File: src/rtl/mem_access_unit.sv
// Load/store unit: turns M-stage accesses into lane-aligned, handshaked data-bus requests.
// Define MEM_ALIGN_CHECK_EN to reject misaligned half/word accesses with an errM pulse.
module mem_access_unit #(
    parameter int unsigned MAX_WAIT = 255
) (
    input  logic        clk,
    input  logic        rst,
    input  logic        memreqM,
    input  logic        memwriteM,
    input  logic [1:0]  memsizeM,
    input  logic        memsignM,
    input  logic [31:0] aluoutM,
    input  logic [31:0] writedataM,
    output logic [31:0] readdataM,
    output logic        stallM,
    output logic        errM,
    output logic        bus_req,
    output logic        bus_we,
    output logic [31:0] bus_addr,
    output logic [3:0]  bus_be,
    output logic [31:0] bus_wdata,
    input  logic        bus_ack,
    input  logic [31:0] bus_rdata
);

    // The counter only has to reach MAX_WAIT-1; the MAX_WAIT-th cycle is the timeout cycle.
    localparam int unsigned CntW = (MAX_WAIT > 1) ? $clog2(MAX_WAIT) : 1;

    typedef enum logic [1:0] {StIdle, StAccess, StDone} stateE;

    stateE             stateQ, stateD;
    logic [CntW-1:0]   waitCntQ, waitCntD;
    logic              busReqQ, busReqD;
    logic              busWeQ, busWeD;
    logic [31:0]       busAddrQ, busAddrD;
    logic [3:0]        busBeQ, busBeD;
    logic [31:0]       busWdataQ, busWdataD;
    logic [31:0]       readQ, readD;
    logic              errQ, errD;
    logic [1:0]        sizeQ, sizeD;
    logic              signQ, signD;
    logic [1:0]        offQ, offD;
    logic              misaligned;

    function automatic logic [3:0] laneMask(input logic [1:0] size, input logic [1:0] off);
        case (size)
            2'b00:   laneMask = 4'b0001 << off;
            2'b01:   laneMask = off[1] ? 4'b1100 : 4'b0011;
            default: laneMask = 4'b1111;
        endcase
    endfunction

    function automatic logic [31:0] storeData(input logic [1:0] size, input logic [31:0] data);
        case (size)
            2'b00:   storeData = {4{data[7:0]}};
            2'b01:   storeData = {2{data[15:0]}};
            default: storeData = data;
        endcase
    endfunction

    function automatic logic [31:0] formatLoad(input logic [1:0] size, input logic sign,
                                               input logic [1:0] off, input logic [31:0] rdata);
        logic [7:0]  b;
        logic [15:0] h;
        b = rdata[{off, 3'b000} +: 8];
        h = off[1] ? rdata[31:16] : rdata[15:0];
        case (size)
            2'b00:   formatLoad = {{24{sign & b[7]}}, b};
            2'b01:   formatLoad = {{16{sign & h[15]}}, h};
            default: formatLoad = rdata;
        endcase
    endfunction

`ifdef MEM_ALIGN_CHECK_EN
    assign misaligned = ((memsizeM == 2'b01) && aluoutM[0]) ||
                        (memsizeM[1] && (aluoutM[1:0] != 2'b00));
`else
    assign misaligned = 1'b0;
`endif

    always_comb begin
        stateD    = stateQ;
        waitCntD  = waitCntQ;
        busReqD   = busReqQ;
        busWeD    = busWeQ;
        busAddrD  = busAddrQ;
        busBeD    = busBeQ;
        busWdataD = busWdataQ;
        readD     = readQ;
        errD      = 1'b0;
        sizeD     = sizeQ;
        signD     = signQ;
        offD      = offQ;
        stallM    = 1'b0;

        case (stateQ)
            StIdle: begin
                if (memreqM) begin
                    busWeD    = memwriteM;
                    busAddrD  = {aluoutM[31:2], 2'b00};
                    busBeD    = laneMask(memsizeM, aluoutM[1:0]);
                    busWdataD = storeData(memsizeM, writedataM);
                    sizeD     = memsizeM;
                    signD     = memsignM;
                    offD      = aluoutM[1:0];
                    waitCntD  = '0;
                    if (misaligned) begin
                        stateD = StDone;
                        errD   = 1'b1;
                        if (!memwriteM) readD = '0;
                    end else begin
                        stateD  = StAccess;
                        busReqD = 1'b1;
                        stallM  = 1'b1;
                    end
                end
            end
            StAccess: begin
                stallM = 1'b1;
                // An ack in the timeout cycle still completes normally.
                if (bus_ack) begin
                    busReqD = 1'b0;
                    if (!busWeQ) readD = formatLoad(sizeQ, signQ, offQ, bus_rdata);
                    stateD  = StDone;
                end else if (waitCntQ == CntW'(MAX_WAIT - 1)) begin
                    busReqD = 1'b0;
                    readD   = '0;
                    errD    = 1'b1;
                    stateD  = StDone;
                end else begin
                    waitCntD = waitCntQ + CntW'(1);
                end
            end
            StDone: begin
                stateD = StIdle;
            end
            default: begin
                stateD = StIdle;
            end
        endcase
    end

    always_ff @(posedge clk or negedge rst) begin
        if (!rst) begin
            stateQ    <= StIdle;
            waitCntQ  <= '0;
            busReqQ   <= 1'b0;
            busWeQ    <= 1'b0;
            busAddrQ  <= '0;
            busBeQ    <= 4'b0000;
            busWdataQ <= '0;
            readQ     <= '0;
            errQ      <= 1'b0;
            sizeQ     <= 2'b00;
            signQ     <= 1'b0;
            offQ      <= 2'b00;
        end else begin
            stateQ    <= stateD;
            waitCntQ  <= waitCntD;
            busReqQ   <= busReqD;
            busWeQ    <= busWeD;
            busAddrQ  <= busAddrD;
            busBeQ    <= busBeD;
            busWdataQ <= busWdataD;
            readQ     <= readD;
            errQ      <= errD;
            sizeQ     <= sizeD;
            signQ     <= signD;
            offQ      <= offD;
        end
    end

    assign readdataM = readQ;
    assign errM      = errQ;
    assign bus_req   = busReqQ;
    assign bus_we    = busWeQ;
    assign bus_addr  = busAddrQ;
    assign bus_be    = busBeQ;
    assign bus_wdata = busWdataQ;

endmodule

File: config.mk
export PLATFORM = sky130hd
export DESIGN_NAME = mem_access_unit
export DESIGN_NICKNAME = d
export VERILOG_FILES = /design/src/rtl/mem_access_unit.sv
export SDC_FILE = /design/constraint.sdc
export NUM_CORES = 1
export LEC_CHECK = 0
export CORE_MARGIN = 1.5
export CORE_UTILIZATION = 48
export DETAILED_ROUTE_END_ITERATION = 8
export PLACE_DENSITY = 0.9
export SLEW_MARGIN = 20
export SYNTH_ARGS = -nofsm -noshare
export SYNTH_HDL_FRONTEND = slang
export SYNTH_SLANG_ARGS = --single-unit
File: constraint.sdc
create_clock -name clk -period 4.3 [get_ports clk]
set_input_delay 0.86 -clock clk [delete_from_list [all_inputs] [get_ports clk]]
set_output_delay 0.86 -clock clk [all_outputs]
set_load 0.1 [all_outputs]
---- Yosys cells after proc, flatten, opt, wreduce, memory -nomap -nowiden ----
Index checks and enable logic that the tools add are counted.
word-level totals
  register bits ........................... 116
  input bits .............................. 104
  word-level logic and storage cells ...... 61
cells by class
  $add $sub $neg .......................... 1
  eq/ne operators ......................... 9
  shift operators ......................... 2
  mux-type cells .......................... 25
  bitwise logic cells ..................... 2
  reductions and logical operators ........ 10
operator list
  operator             count
  $pmux 32 s2          2
  $mux 32              3
  $shiftx 32x6->8      1
  $mux 8               3
  $mux 16              1
  $pmux 8 s2           1
  $add 8x1->8 const B  1
  $eq 8x8->1 const B   1
  $ne 2x2->1 const B   4
  $pmux 4 s2           1
  $mux 1               7
  $eq 2x1->1 const B   3
  $logic_not 2->1      3
  $mux 2               3
  $reduce_and 3->1     2
  $mux 4               1
  $pmux 1 s2           2
  $pmux 2 s2           1
  $reduce_and 2->1     2
  $reduce_and 4->1     1
  $reduce_bool 2->1    2
  $shl 1x2->4 const A  1
  $ne 3x3->1 const B   1
  $and 1x1->1          2

---- Logic depth before layout (Yosys ltp) ----
  depth in word-level cells ............... 5
  depth in mapped cells ................... 8
  gate-level depth less buffers ........... 6

---- Least setup slack after synthesis ----
No wires, ideal clock.
  path type ............................... input-to-output
  from .................................... input port memreqM
  to ...................................... output port stallM
  data arrival time ....................... 2.179 ns
  required time ........................... 3.440 ns
  slack ................................... 1.261 ns
  cell stages on the path ................. 2
  path buffers ............................ 0
  cell sequence ........................... nor2_1 > nor2_1
on the way
  cells in the longest elaborated chain, start to end .. 2
RTL lines
  item             RTL line  text
  start, declared  8         input logic memreqM,
  $mux 1           98        if (memreqM) begin
  $pmux 1 s2       96        case (stateQ)
  end, declared    15        output logic stallM,
Every way passes these cells.

---- Worst setup path after layout ----
  from .................................... register busWeQ (netlist: bus_we)
  to ...................................... output port bus_we
RTL lines
  item                    RTL line  text
  start, declared         34        logic busWeQ, busWeD;
  start signal, assigned  161       busWeQ <= busWeD;
  end, declared           18        output logic bus_we,
No word-level cell between the ends.

==> impl_metrics.yaml <==
outcome:
  outcome: "completed"
timing:
  final.setup.tns_ns: 0
  hold_violations: 0
  maxSlewViolCount: 0
  fmax_ghz: 0.3537
  clock_skew_ns: 0.006175
  slew_headroom_pct: 31.27
  setup_viol: 0
  rsz0062_at_grt: "no"
  min_period_over_period_pct: 65.75
  worst_slew_pin_slew_ns: 1.028
  period_needed_ns: 2.827
drt:
  routed_wl_um: 15880
  drc_errors: 0
  met3_length_um: 1492
  dr.pass1.iters: 6
  antenna_left: 0
  highest_layer: "met4"
  wl_per_cell_um: 17.70
  wl_met2_um: 7945
  wl_met1_um: 6073
  post_drt_via_cell_ratio: 5.553
  drtIter0Drc: 308
  vias: 4981
yosys:
  ys_warn_count: 0
  synth_top_cell_by_area: "dfrtp_1"
  synth-edff-count: 0
  yosys.area.top_type_share_pct: 53.52
  ys_seq_elements: 116
  ys_seq_area_share_pct: 53.52
  yosys_most_used_dff: "dfrtp_1"
  synth_area_um2: 5424
  synth_area_leaders: "dfrtp_1, nand2_1, mux2i_1"
  synth.distinct_cells: 48
  avgSynthCellArea_um2: 9.808
  postSynthCellCount: 553
  async_flop_share_pct: 100.0
cells_and_area:
  nNetsFinal: 850
  n_fill_cell: 733
  utilization_pct: 73.99
  area_delta_synth_final_pct: 49.18
  drive_above_1_share_pct: 7.926
  n_antenna_cell: 0
global_routing:
  antenna_found_initial: 0
  grt-ovfl-total: 0
  grt_pass1_vias: 5083
  grt_pass1_wl_um: 25250
  grt_max_degree: 59
  grt_use_total_pct: 27.76
critical_path:
  slowest_delay_ns: 1.16
  crit_chain: "clkdlybuf4s50_1"
  startpoint_type: "register"
  worst_path_max_delay_cell: "clkdlybuf4s50_1"
  cp_max_fo: 3
  crit_buf_inv: 1
  critPathArrivalTime_ns: 1.97
  crit_type: "register to output port"
  path_delay_family: "buffers and inverters"
  critPathCaptureType: "output port"
  crit_required_ns: 3.44
placement:
  globalplace.congestion: 0.8811
  io_buffers: 205
  hpwl_um: 11390
floorplan:
  core_area_um2: 10940
  die_y_um: 109.3
  io-pin-count: 208
  fp-row-count: 38
  initial_utilization_pct: 49.60
  dieWidth_um: 109.3
  die_area_um2: 11950
cts:
  cts_num_sinks: 116
  clock-root-buffer: "clkbuf_16"
  cts_hold_buf: 0
  numCtsBuffers: 17
  cts.htree.levels: 4
  path_clk_slew_ns: 0.05
  post_cts_resized: 0
  clockBufferDepth: 2
  tritoncts: "built"
  clock_latency_ns: 0.40
  cts_setup_buffers: 0
flow_run:
  max_cap_viol_count: 0
hold_path:
  hold_path.class: "input port to async pin"
sequential cells by signal, indices dropped and copies added (netlist names), 2 cells and up:
name,flops
waitCntQ,8
bus_wdata,32
bus_be,4
sizeQ,2
bus_addr,30
stateQ,2
readdataM,32
offQ,2
per-layer routing:
layer,track usage (%),vias up
li1,-,2307
met3,9.959,30
met1,31.83,2389
met4,11.87,0
met5,0,-
met2,46.92,255
cells in the final DEF (no fill, tap or decap), drive strengths merged, types with 3 or more instances in the layout:
| cell | n |
|---|---|
| a21oi | 23 |
| a221o | 16 |
| a222oi | 7 |
| a22o | 9 |
| a31oi | 3 |
| buf | 9 |
| clkbuf | 24 |
| clkdlybuf4s50 | 203 |
| clkinv | 3 |
| clkinvlp | 3 |
| dfrtp | 116 |
| inv | 5 |
| mux2 | 7 |
| mux2i | 34 |
| nand2 | 160 |
| nand2b | 7 |
| nand3 | 6 |
| nor2 | 19 |
| nor2b | 9 |
| o21ai | 48 |
| o21bai | 3 |
| o2bb2ai | 7 |
| o31ai | 3 |
| or3 | 5 |
| or4 | 3 |
path summary, 6_finish.rpt:
path                                               start  slack (ns)                   endpoint  cells past startpoint
worst max-delay path                  bus_we$_DFFE_PN0P_        1.47                     bus_we                      1
worst min register to register  bus_addr[20]$_DFFE_PN0P_        0.47   bus_addr[20]$_DFFE_PN0P_                      2
min in group clk                bus_addr[20]$_DFFE_PN0P_        0.47   bus_addr[20]$_DFFE_PN0P_                      2
worst min-delay path                                 rst        0.46      stateQ[0]$_DFFE_PN0P_                      1
worst max register to register       offQ[1]$_DFFE_PN0P_        2.18  readdataM[27]$_DFFE_PN0P_                      4
max in group asynchronous                            rst        2.93   bus_addr[16]$_DFFE_PN0P_                      2
cells by family (layout without fill, tap and decap cells):
logic type                 after synthesis  in the layout  share of synthesized area, %
adders and majority gates                2              2                        0.4613
AOI/OAI and AO/OA                      126            126                         15.71
buffers and inverters                   46            249                         4.383
and+or+nand+nor                        220            220                         17.72
DFF                                    116            116                         53.52
muxes                                   42             42                         8.143
other                                    1              2                       0.06914
area by class of cell:
| type | instances | area, µm² | area share [%] |
|---|---|---|---|
| Sequential cell | 116 | 2903 | 35.87 |
| Timing Repair Buffer | 212 | 2100 | 25.95 |
| Inverter | 5 | 18.77 | 0.2319 |
| Clock buffer | 24 | 501.7 | 6.201 |
| Multi-Input combinational cell | 392 | 2296 | 28.37 |
| Clock inverter | 8 | 97.59 | 1.206 |
| Tap cell | 140 | 175.2 | 2.165 |
cell usage after synthesis, types with 2 or more instances:
| master | count |
|---|---|
| o211ai_1 | 2 |
| nand3_1 | 6 |
| a221o_1 | 16 |
| nor2_1 | 18 |
| mux2_2 | 7 |
| or3_1 | 4 |
| mux2i_1 | 34 |
| clkbuf_1 | 20 |
| inv_1 | 5 |
| nor2b_1 | 9 |
| nand2_1 | 160 |
| o21bai_1 | 3 |
| a22o_1 | 9 |
| buf_4 | 3 |
| buf_2 | 13 |
| a222oi_1 | 7 |
| and2_1 | 2 |
| o31ai_1 | 3 |
| a31oi_1 | 3 |
| a21oi_1 | 22 |
| buf_6 | 5 |
| nand2b_1 | 6 |
| dfrtp_1 | 116 |
| ha_1 | 2 |
| o2bb2ai_1 | 7 |
| o21ai_0 | 47 |
| or4_1 | 2 |
| nor3_1 | 2 |
metrics by stage:
| stage | cell area [µm²] | instances | hold slack, ns | setup WS [ns] |
|---|---|---|---|---|
| after global placement | 7491 | 865 | 0.4578 | 1.551 |
| after CTS | 8090 | 897 | 0.4565 | 1.458 |
| final | 8092 | 897 | 0.4580 | 1.473 |
| after global routing | 8092 | 897 | 0.4892 | 1.435 |
| after floorplan | 5428 | 554 | 0.5049 | 1.261 |
| after detailed placement | 7491 | 865 | 0.4609 | 1.425 |
Power is left out: the tool's default activity adds up to more than one toggle a clock period on the data nets, which glitch-free logic cannot reach.
